**src/rtl/spin_readout_pkg.sv**
```systemverilog
// Shared constants for the spin readout block: FSM encoding, synchronizer depth
// and a small helper for "zero means one" cycle lengths.
package spin_readout_pkg;

  localparam int SYNC_DEPTH = 2;

  localparam logic [2:0] ST_IDLE   = 3'd0;
  localparam logic [2:0] ST_HOLD   = 3'd1;
  localparam logic [2:0] ST_RUN    = 3'd2;
  localparam logic [2:0] ST_SAMPLE = 3'd3;
  localparam logic [2:0] ST_DONE   = 3'd4;

  function automatic logic [31:0] at_least_one(input logic [31:0] n);
    return (n == 32'd0) ? 32'd1 : n;
  endfunction

endpackage

```
**src/rtl/spin_readout_sync_2ff.sv**
```systemverilog
// Multi-flop synchronizer for one asynchronous bit; depth comes from the package.
module sync_2ff
  import spin_readout_pkg::*;
(
  input  logic clk,
  input  logic rst_n,
  input  logic d,
  output logic q
);

  logic [SYNC_DEPTH-1:0] stage_d;
  logic [SYNC_DEPTH-1:0] stage_q;

  always_comb begin
    stage_d = {stage_q[SYNC_DEPTH-2:0], d};
  end

  always_ff @(posedge clk or negedge rst_n) begin
    if (!rst_n) stage_q <= '0;
    else        stage_q <= stage_d;
  end

  assign q = stage_q[SYNC_DEPTH-1];

endmodule

```
**src/rtl/spin_readout.sv**
```systemverilog
// Anneal-and-read controller: resets the oscillator array, lets it settle, then
// counts per-spin phase mismatches against the reference and decides spin values.
module spin_readout
  import spin_readout_pkg::*;
#(
  parameter int NUM_SPINS = 8,
  parameter int CNT_W     = 16
) (
  input  logic                         clk,
  input  logic                         axi_rstn,
  input  logic                         start,
  input  logic [15:0]                  rst_cycles,
  input  logic [31:0]                  run_cycles,
  input  logic [CNT_W-1:0]             sample_cycles,
  input  logic                         ref_in,
  input  logic [NUM_SPINS-1:0]         phase_in,
  input  logic [$clog2(NUM_SPINS)-1:0] rd_idx,
  output logic                         ising_rstn,
  output logic                         busy,
  output logic                         done,
  output logic [NUM_SPINS-1:0]         spins,
  output logic [31:0]                  rdata
);

  logic                 ref_s;
  logic [NUM_SPINS-1:0] phase_s;

  sync_2ff u_sync_ref (.clk(clk), .rst_n(axi_rstn), .d(ref_in), .q(ref_s));

  for (genvar g = 0; g < NUM_SPINS; g++) begin : g_sync
    sync_2ff u_sync (.clk(clk), .rst_n(axi_rstn), .d(phase_in[g]), .q(phase_s[g]));
  end

  logic [2:0]           state_d, state_q;
  logic [31:0]          cyc_d, cyc_q;
  logic [31:0]          run_len_d, run_len_q;
  logic [CNT_W-1:0]     sample_len_d, sample_len_q;
  logic [NUM_SPINS-1:0] spins_d, spins_q;
  logic [CNT_W-1:0]     cnt_d [NUM_SPINS];
  logic [CNT_W-1:0]     cnt_q [NUM_SPINS];
  logic [31:0]          rdata_d, rdata_q;

  // cyc_q counts down the remaining cycles of the current phase; 1 means last cycle
  always_comb begin
    state_d      = state_q;
    cyc_d        = cyc_q;
    run_len_d    = run_len_q;
    sample_len_d = sample_len_q;
    spins_d      = spins_q;
    cnt_d        = cnt_q;

    case (state_q)
      ST_IDLE, ST_DONE: begin
        if (start) begin
          state_d      = ST_HOLD;
          cyc_d        = at_least_one({16'd0, rst_cycles});
          run_len_d    = at_least_one(run_cycles);
          sample_len_d = (sample_cycles == '0) ? CNT_W'(1) : sample_cycles;
          spins_d      = '0;
          for (int i = 0; i < NUM_SPINS; i++) cnt_d[i] = '0;
        end
      end
      ST_HOLD: begin
        if (cyc_q == 32'd1) begin
          state_d = ST_RUN;
          cyc_d   = run_len_q;
        end else begin
          cyc_d = cyc_q - 32'd1;
        end
      end
      ST_RUN: begin
        if (cyc_q == 32'd1) begin
          state_d = ST_SAMPLE;
          cyc_d   = 32'(sample_len_q);
        end else begin
          cyc_d = cyc_q - 32'd1;
        end
      end
      ST_SAMPLE: begin
        for (int i = 0; i < NUM_SPINS; i++) begin
          if ((phase_s[i] != ref_s) && (cnt_q[i] != '1)) cnt_d[i] = cnt_q[i] + CNT_W'(1);
        end
        // The decision includes the final window cycle, so it uses the next counter values
        if (cyc_q == 32'd1) begin
          state_d = ST_DONE;
          for (int i = 0; i < NUM_SPINS; i++) begin
            spins_d[i] = ({cnt_d[i], 1'b0} > {1'b0, sample_len_q});
          end
        end else begin
          cyc_d = cyc_q - 32'd1;
        end
      end
      default: state_d = ST_IDLE;
    endcase

    rdata_d = (32'(rd_idx) < NUM_SPINS) ? 32'(cnt_q[rd_idx]) : 32'd0;
  end

  always_ff @(posedge clk or negedge axi_rstn) begin
    if (!axi_rstn) begin
      state_q      <= ST_IDLE;
      cyc_q        <= '0;
      run_len_q    <= '0;
      sample_len_q <= '0;
      spins_q      <= '0;
      rdata_q      <= '0;
      for (int i = 0; i < NUM_SPINS; i++) cnt_q[i] <= '0;
    end else begin
      state_q      <= state_d;
      cyc_q        <= cyc_d;
      run_len_q    <= run_len_d;
      sample_len_q <= sample_len_d;
      spins_q      <= spins_d;
      rdata_q      <= rdata_d;
      for (int i = 0; i < NUM_SPINS; i++) cnt_q[i] <= cnt_d[i];
    end
  end

  assign busy       = (state_q == ST_HOLD) || (state_q == ST_RUN) || (state_q == ST_SAMPLE);
  assign ising_rstn = (state_q != ST_IDLE) && (state_q != ST_HOLD);
  assign done       = (state_q == ST_DONE);
  assign spins      = spins_q;
  assign rdata      = rdata_q;

endmodule
```
**config.mk**
```make
export PLATFORM = sky130hd
export DESIGN_NAME = spin_readout
export DESIGN_NICKNAME = d
export VERILOG_FILES = /design/src/rtl/spin_readout_pkg.sv /design/src/rtl/spin_readout_sync_2ff.sv /design/src/rtl/spin_readout.sv
export SDC_FILE = /design/constraint.sdc
export NUM_CORES = 1
export LEC_CHECK = 0
export CAP_MARGIN = 20
export CORE_MARGIN = 4
export CORE_UTILIZATION = 52
export DETAILED_ROUTE_END_ITERATION = 16
export PLACE_DENSITY = 0.72
export SYNTH_ARGS = -nofsm -noshare
export SYNTH_HDL_FRONTEND = slang
export SYNTH_HIERARCHICAL = 1
export SYNTH_SLANG_ARGS = --single-unit
```
**constraint.sdc**
```tcl
create_clock -name clk -period 4.2 [get_ports clk]
set_input_delay 0.84 -clock clk [delete_from_list [all_inputs] [get_ports clk]]
set_output_delay 0.84 -clock clk [all_outputs]
set_load 0.05 [all_outputs]
```
==> impl_metrics.ini, run 1 <==
[finish]
stdcell_count = 2553
fillers = 2929
nets = 2282
final_common_cell = nand2_1
layout_common_cells = nand2_1 (289), dfrtp_1 (253), o21ai_0 (148)
fin_util_pct = 59.82
synthToLayoutAreaGrowth_pct = 13.81
layout-drive-gt1-share_pct = 8.584

[detailed_routing]
first_pass_iters = 5
num_vias = 16590
drt_wl_total_um = 58550
first_iter_violations = 1774
viasPerCell = 6.497
ant_nets = 0
drc = 0
drt-wirelength-per-cell_um = 22.93

[global_route]
grt-ovfl-total = 0
grt_pass1_wl_um = 90490
track_usage_pct = 30.04
antenna_found_initial = 3
grt_pass1_vias = 15560
grt_max_degree = 110

[worst_setup_path]
crit_fanout = 8
cp.required_ns = 4.64
critical_path_class = reg -> reg
critPathArrivalTime_ns = 4.28
cp-end-kind = register
crit_path_start_kind = register

[floorplan]
ioPinCount = 122
die_w_um = 194.6
die_area_um2 = 37880
design.core.area_um2 = 34460
initial_core_util_pct = 52.56
fp.dieH_um = 194.6
num_rows = 68

[timing]
rsz0062_at_grt = false
max_freq_ghz = 0.2605
worst_slew_pin_slew_ns = 0.9210
tns_ns = 0
period_share_pct = 91.40
hold_viol = 0
period_needed_ns = 3.839
clock_skew_ns = 0.01000
worst_slack_ns = 0.3611
slew_headroom_pct = 38.60
setup_viol = 0
drv_slew = 0

[worst_hold_path]
min_path_type = in -> async

[logic_synthesis]
synth_cells = 2018
yosysWarnings = 6
ys_ff_latch = 253
ys.flop_type = dfrtp_1
avgSynthCellArea_um2 = 8.975
syn_area_um2 = 18110
yosysSeqAreaShare_pct = 34.96
synth-edff-count = 0
synth_cell_types = 79
synthArstFlopShare_pct = 100.0

[placed_design]
gp_congestion = 0.9379
dp_slack_ns = 0.5029
placed_cells = 2495
place.port_buffers = 105
dp_hpwl_um = 41390

[clock_network]
cts.clk_slew.worst_paths_ns = 0.06
worstSkewPairLatency_ns = 0.58
tritoncts = built
cts_hold_buf = 0
post_cts_buffers = 0
cts.sinks = 253
cts_root_buffer = clkbuf_16
cts-htree-levels = 1
ctsResizeCount = 0
numCtsBuffers = 31
cts.path.max_buffers = 3

[power]
power_leakage_nw = 9.157
power_density_nw_per_um2 = 394.9
irDropWorstVdd_v = 0.0003281

[status]
outcome = finished clean

[flow_run]
cap_violations = 0
==> Yosys cell counts (all sizes together) (9+ instances only) <==
cell type	n	area, µm²
o22ai	14	87.58
nand2	291	1092
mux4	32	720.7
xnor2	82	718.2
nor3	47	235.2
nand2b	14	87.58
and4	30	262.8
nor2	67	254.0
or3	12	75.07
a211oi	18	135.1
o21a	10	75.07
inv	55	206.5
o41ai	14	122.6
clkbuf	103	389.1
buf	38	229.0
and2	9	56.30
o31ai	29	217.7
ha	130	1627
mux2	24	270.3
xor2	49	429.2
nor4	40	307.8
nor2b	16	100.1
o21ai	149	745.7
a31oi	49	312.8
nand4	60	396.6
nand3	47	235.2
a22o	33	289.0
and3	42	262.8
a21oi	112	560.5
a21o	41	307.8
dfrtp	253	6331
==> layer usage <==
| metal | part of all wire, % | routed length (µm) | track usage, % |
|---|---|---|---|
| met2 | 42 | 24530 | 42.80 |
| met1 | 44 | 25540 | 44.71 |
| met5 | 0 | 0 | 0 |
| met4 | 3.7 | 2172 | 9.818 |
| met3 | 11 | 6306 | 7.748 |
==> cell families after synthesis <==
group           share of synthesized area [%]
xor+xnor                                6.335
simple gates                            20.00
buf+inv                                 4.553
flops                                   34.96
fa+ha+maj                               8.981
compound gates                          19.57
other cells                           0.02071
mux                                     5.582
==> registers in the layout, indices dropped and copies added (netlist names) <==
register               cells
cnt_q                    128
cyc_q                     32
run_len_q                 32
g_sync.u_sync/stage_q     16
rdata                     16
sample_len_q              16
spins                      8
state_q                    3
u_sync_ref/stage_q         2
==> layout make-up <==
cell class	count	area [µm²]	share of cell area (%)
Sequential cell	253	6331	30.72
Clock inverter	17	203.9	0.9894
Multi-Input combinational cell	1584	11040	53.55
Inverter	55	206.4	1.002
Timing Repair Buffer	148	1411	6.847
Clock buffer	40	849.6	4.122
Tap cell	455	569.3	2.762
Antenna cell	1	2.502	0.01214
==> where the power goes <==
part	switching (mW)	internal [mW]
registers	0.378	2.73
logic	1.42	0.827
clock network	1.12	1.67
==> worst paths after layout <==
kind,from,to,slack [ns],cells past startpoint
max,u_sync_ref/stage_q[1],spins[1],0.36,14
min,axi_rstn,g_sync[0].u_sync/stage_q[0],0.31,1
max reg2reg,u_sync_ref/stage_q[1],spins[1],0.36,14
min reg2reg,g_sync[6].u_sync/stage_q[0],g_sync[6].u_sync/stage_q[1],0.35,0
max in group asynchronous,axi_rstn,run_len_q[24],2.91,2
min in group clk,g_sync[6].u_sync/stage_q[0],g_sync[6].u_sync/stage_q[1],0.35,0
==> critical path: stages (launching register included) <==
cell and delay (ns):
dfrtp_1 0.66, buf_4 0.29, xor2_1 0.25, nand3_1 0.13, a21oi_1 0.16, buf_4 0.18, nand2_1 0.10, xnor2_1 0.13
ha_1 0.29, a21o_1 0.18, a211oi_1 0.24, o21ai_0 0.16, or4b_2 0.63, o21ai_0 0.19, a31oi_1 0.10
==> metrics by stage <==
stage	power, mW	area, µm²	hold WS (ns)
4_1_cts	8.120	20610	0.3437
5_1_grt	8.544	20610	0.3496
3_5_place_dp	5.308	19560	0.3364
2_1_floorplan	4.445	18170	0.3312
3_3_place_gp	5.232	19560	0.3320
6_report	8.140	20610	0.3147
Power figures use the tool's default switching activity.
==> inputs of run 2 (changes only) <==
--- a/config.mk
+++ b/config.mk
@@ -6,6 +6,7 @@
 export NUM_CORES = 1
 export LEC_CHECK = 0
 export CAP_MARGIN = 20
+export CORE_ASPECT_RATIO = 1.5
 export CORE_MARGIN = 4
 export CORE_UTILIZATION = 52
 export DETAILED_ROUTE_END_ITERATION = 16
==> run 2 against run 1 <==
Via count grew 0.44%. Sequential share of layout area increased by 0.10 points. Routed wire length is 2.9% higher. Sequential power about the same. Worst setup slack better by 0.034 ns. Critical path type unchanged.
==> impl_metrics.ini, run 2 (synthesis results as in run 1) <==
[timing]
rsz0062_at_grt = false
period_share_pct = 90.59
whs_ns = 0.3224
tns_ns = 0
setup_viol = 0
max_freq_ghz = 0.2628
period_needed_ns = 3.805
slew_headroom_pct = 37.62
hold_viol = 0
drv_slew = 0
worst_slew_pin_slew_ns = 0.9314
clock_skew_ns = 0.01791

[worst_hold_path]
min_path_type = in -> async

[detailed_routing]
ant_nets = 0
first_pass_iters = 8
num_vias = 16660
drt_wl_total_um = 60250
viasPerCell = 6.609
drc = 0
drt-wirelength-per-cell_um = 23.90
first_iter_violations = 1510

[finish]
synthToLayoutAreaGrowth_pct = 13.42
fin_area_um2 = 20540
nets = 2284
reg_top3 = cnt_q x128, cyc_q x32, run_len_q x32
fin_util_pct = 59.94
final_common_cell = nand2_1
stdcell_count = 2521
layout_common_cells = nand2_1 (289), dfrtp_1 (253), o21ai_0 (148)
regMostFlops = cnt_q
largest_reg_flops = 128
layout-drive-gt1-share_pct = 8.496
fillers = 2938

[clock_network]
worstSkewPairLatency_ns = 0.58
cts_root_buffer = clkbuf_16
cts.clk_slew.worst_paths_ns = 0.07
post_cts_buffers = 0
ctsResizeCount = 0
cts-htree-levels = 1
cts_hold_buf = 0
numCtsBuffers = 28
cts.sinks = 253
tritoncts = built
cts.path.max_buffers = 3

[floorplan]
die_area_um2 = 37940
initial_core_util_pct = 52.85
fp.dieH_um = 236.6
ioPinCount = 122
die_w_um = 160.4
num_rows = 83
design.core.area_um2 = 34270

[flow_run]
cap_violations = 0

[global_route]
track_usage_pct = 31.08
grt_pass1_vias = 16730
grt_max_degree = 98
antenna_found_initial = 1
grt-ovfl-total = 0
grt_pass1_wl_um = 93690

[power]
power_leakage_nw = 9.161
irDropWorstVdd_v = 0.0003051
power_density_nw_per_um2 = 389.5

[placed_design]
gp_congestion = 0.9475
place.port_buffers = 105
dp_hpwl_um = 42770
placed_cells = 2469
placedInstanceArea_um2 = 19550

[worst_setup_path]
cp.required_ns = 4.64
crit_fanout = 10
crit_path_start_kind = register
ff2ff_path_depth = 12
critical_path_class = reg -> reg
critPathArrivalTime_ns = 4.25
cp-end-kind = register

[status]
outcome = finished clean
==> run 2: final timing paths <==
check,from,to,slack [ns]
hold reg to reg,g_sync[2].u_sync/stage_q[0],g_sync[2].u_sync/stage_q[1],0.35
min in group clk,g_sync[2].u_sync/stage_q[0],g_sync[2].u_sync/stage_q[1],0.35
setup reg to reg,cnt_q[34],spins[5],0.40
max in group asynchronous,axi_rstn,cnt_q[89],2.92
setup / recovery,cnt_q[34],spins[5],0.40
hold / removal,axi_rstn,run_len_q[6],0.32
==> run 2: layout make-up <==
type	count	area, µm²	area share, %
Clock inverter	9	130.1	0.6335
Tap cell	425	531.8	2.589
Timing Repair Buffer	153	1461	7.114
Antenna cell	1	2.502	0.01218
Multi-Input combinational cell	1584	11040	53.73
Sequential cell	253	6331	30.82
Clock buffer	41	840.8	4.093
Inverter	55	206.4	1.005
==> run 2: report_power, final <==
group / leakage [nW] / switching, mW / internal, mW
registers: 3.35 / 0.341 / 2.73
clock network: 0.477 / 1.09 / 1.57
logic: 5.33 / 1.45 / 0.827
==> run 2: metrics by stage <==
stage          power [mW]  setup WS [ns]
2_1_floorplan       4.445         0.7561
3_5_place_dp        5.325         0.4437
6_report            8.001         0.3953
5_1_grt             8.372        0.09240
4_1_cts             7.994         0.4258
3_3_place_gp        5.237         0.4979
==> run 2: routing by layer <==
metal | global-route usage [%] | wire length, µm
met3 | 4.806 | 3956
met4 | 20.25 | 4375
met5 | 0 | 0
met2 | 51.99 | 29040
met1 | 37.08 | 22870
==> run 2: critical path, stage by stage, from the launching register on <==
cell      delay (ns)
dfrtp_1         0.50
nand2_1         0.18
nor4_1          0.59
a31o_2          0.35
nor3_1          0.11
xor2_1          0.16
ha_1            0.31
a21o_1          0.18
a211oi_1        0.25
o21ai_0         0.15
or4b_2          0.62
o21ai_0         0.18
a31oi_1         0.10
==> inputs of run 3 (changes only) <==
--- a/config.mk
+++ b/config.mk
@@ -7,7 +7,7 @@
 export LEC_CHECK = 0
 export CAP_MARGIN = 20
 export CORE_ASPECT_RATIO = 1.5
-export CORE_MARGIN = 4
+export CORE_MARGIN = 3
 export CORE_UTILIZATION = 52
 export DETAILED_ROUTE_END_ITERATION = 16
 export PLACE_DENSITY = 0.72
==> run 3 against run 2 <==
Sequential cell count unchanged. Count of clock-buffer cells in the layout decreased by 4. Design area increased by 0.13%. Via count decreased by 0.38%. Die area decreased by 2.1%. Critical path depth increased by 1. Register-to-register slack got worse by 0.03 ns. Combinational power about the same. Routed wire length increased by 0.89%. Highest routed layer unchanged.
==> impl_metrics.ini, run 3 (synthesis results as in run 1) <==
[worst_setup_path]
crit_buf_inv = 1
crit_family = simple AND/OR/NAND/NOR gates
crit_slowest_cell = nor4_1
cp-end-kind = register
critPathArrivalTime_ns = 4.28
cp_common_cell = o21ai_0
crit_path_start_kind = register
path_cells = nand2_1, nor4_1, a211oi_1, buf_4, and3_1, xor2_1, ha_1, a21o_1, a21oi_1, o21ai_0, or4b_2, o21ai_0, a31oi_1
cp.required_ns = 4.64
critical_path.max_stage_delay_ns = 0.62
crit_fanout = 8
critical_path_class = reg -> reg

[timing]
setup_viol = 0
worst_slew_pin_slew_ns = 0.9794
hold_viol = 0
max_freq_ghz = 0.2609
clock_skew_ns = 0.009603
period_needed_ns = 3.833
worst_slack_ns = 0.3671
slew_headroom_pct = 33.02
period_share_pct = 91.26
rsz0062_at_grt = false
tns_ns = 0
drv_slew = 0

[floorplan]
num_rows = 83
die_area_um2 = 37150
ioPinCount = 122
design.core.area_um2 = 34270
initial_core_util_pct = 52.85
die_w_um = 158.4
fp.dieH_um = 234.6

[clock_network]
cts_root_buffer = clkbuf_16
post_cts_buffers = 0
numCtsBuffers = 28
cts.path.max_buffers = 3
cts_hold_buf = 0
cts-htree-levels = 1
ctsResizeCount = 0
tritoncts = built
cts.clk_slew.worst_paths_ns = 0.06
cts.sinks = 253
worstSkewPairLatency_ns = 0.57

[detailed_routing]
drt_wl_total_um = 60790
ant_nets = 0
viasPerCell = 6.578
first_pass_iters = 6
first_iter_violations = 1579
num_vias = 16600
drt-wirelength-per-cell_um = 24.09
drc = 0

[finish]
regMostFlops = cnt_q
nets = 2287
synthToLayoutAreaGrowth_pct = 13.57
layout_common_cells = nand2_1 (289), dfrtp_1 (253), o21ai_0 (148)
final_common_cell = nand2_1
fin_area_um2 = 20570
largest_reg_flops = 128
reg_top3 = cnt_q x128, cyc_q x32, run_len_q x32
layout-drive-gt1-share_pct = 8.675
n_antenna_cell = 0

[global_route]
antenna_found_initial = 0
track_usage_pct = 32.65
grt_max_degree = 101
grt_pass1_vias = 16500
grt-ovfl-total = 0
grt_pass1_wl_um = 93890

[status]
outcome = finished clean

[power]
power_leakage_nw = 9.183
irDropWorstVdd_v = 0.0003197
power_density_nw_per_um2 = 391.6

[placed_design]
dp_hpwl_um = 43510
gp_congestion = 0.9774
dp_slack_ns = 0.4512
placedInstanceArea_um2 = 19580
place.port_buffers = 105

[worst_hold_path]
min_path_type = in -> async

[flow_run]
cap_violations = 0
## run 3: changes by cell type in the layout (fill, tap and decap cells not counted), sizes merged
cell	delta
clkbuf	-4
inv	-1
clkinv	+4
clkinvlp	-1
bufinv	+2
diode	-1
buf	+3
## run 3: cell type report
| type | count | area, µm² |
|---|---|---|
| Clock buffer | 37 | 795.8 |
| Clock inverter | 13 | 193.9 |
| Fill cell | 2982 | 13700 |
| Inverter | 55 | 206.4 |
| Multi-Input combinational cell | 1584 | 11040 |
| Sequential cell | 253 | 6331 |
| Tap cell | 425 | 531.8 |
| Timing Repair Buffer | 156 | 1471 |
## run 3: path summary, 6_finish.rpt
path,from,to,slack (ns),cells past startpoint
worst min register to register,g_sync[3].u_sync/stage_q[0],g_sync[3].u_sync/stage_q[1],0.35,0
worst max register to register,cnt_q[35],spins[5],0.37,13
min in group clk,g_sync[3].u_sync/stage_q[0],g_sync[3].u_sync/stage_q[1],0.35,0
worst max-delay path,cnt_q[35],spins[5],0.37,13
max in group asynchronous,axi_rstn,cnt_q[108],2.94,2
worst min-delay path,axi_rstn,run_len_q[15],0.32,1
## run 3: power breakdown
part / leakage (nW) / internal, mW / total [mW] / switching, mW
logic: 5.34 / 0.830 / 2.27 / 1.44
clock network: 0.493 / 1.63 / 2.70 / 1.07
registers: 3.35 / 2.73 / 3.08 / 0.355
## run 3: layer usage
layer	GRT usage, %	part of all wire, %
met1	40.04	38
met2	54.20	48
met3	4.525	6.6
met4	20.04	7.4
met5	0	0
## run 3: worst reg2reg max path: stages (launching register included)
cell	delay, ns
dfrtp_1	0.46
nand2_1	0.15
nor4_1	0.62
a211oi_1	0.35
buf_4	0.25
and3_1	0.21
xor2_1	0.15
ha_1	0.18
a21o_1	0.18
a21oi_1	0.14
o21ai_0	0.12
or4b_2	0.61
o21ai_0	0.19
a31oi_1	0.10
## run 3: per-stage QoR
step / power, mW / hold WS, ns / cells / utilization, %
2_1_floorplan: 4.445 / 0.3312 / 2033 / -
3_3_place_gp: 5.249 / 0.3318 / 2473 / 57.13
3_5_place_dp: 5.335 / 0.3386 / 2473 / 57.13
4_1_cts: 8.053 / 0.3524 / 2523 / 60.02
5_1_grt: 8.428 / 0.3571 / 2523 / 60.02
6_report: 8.054 / 0.3165 / 2523 / 60.02
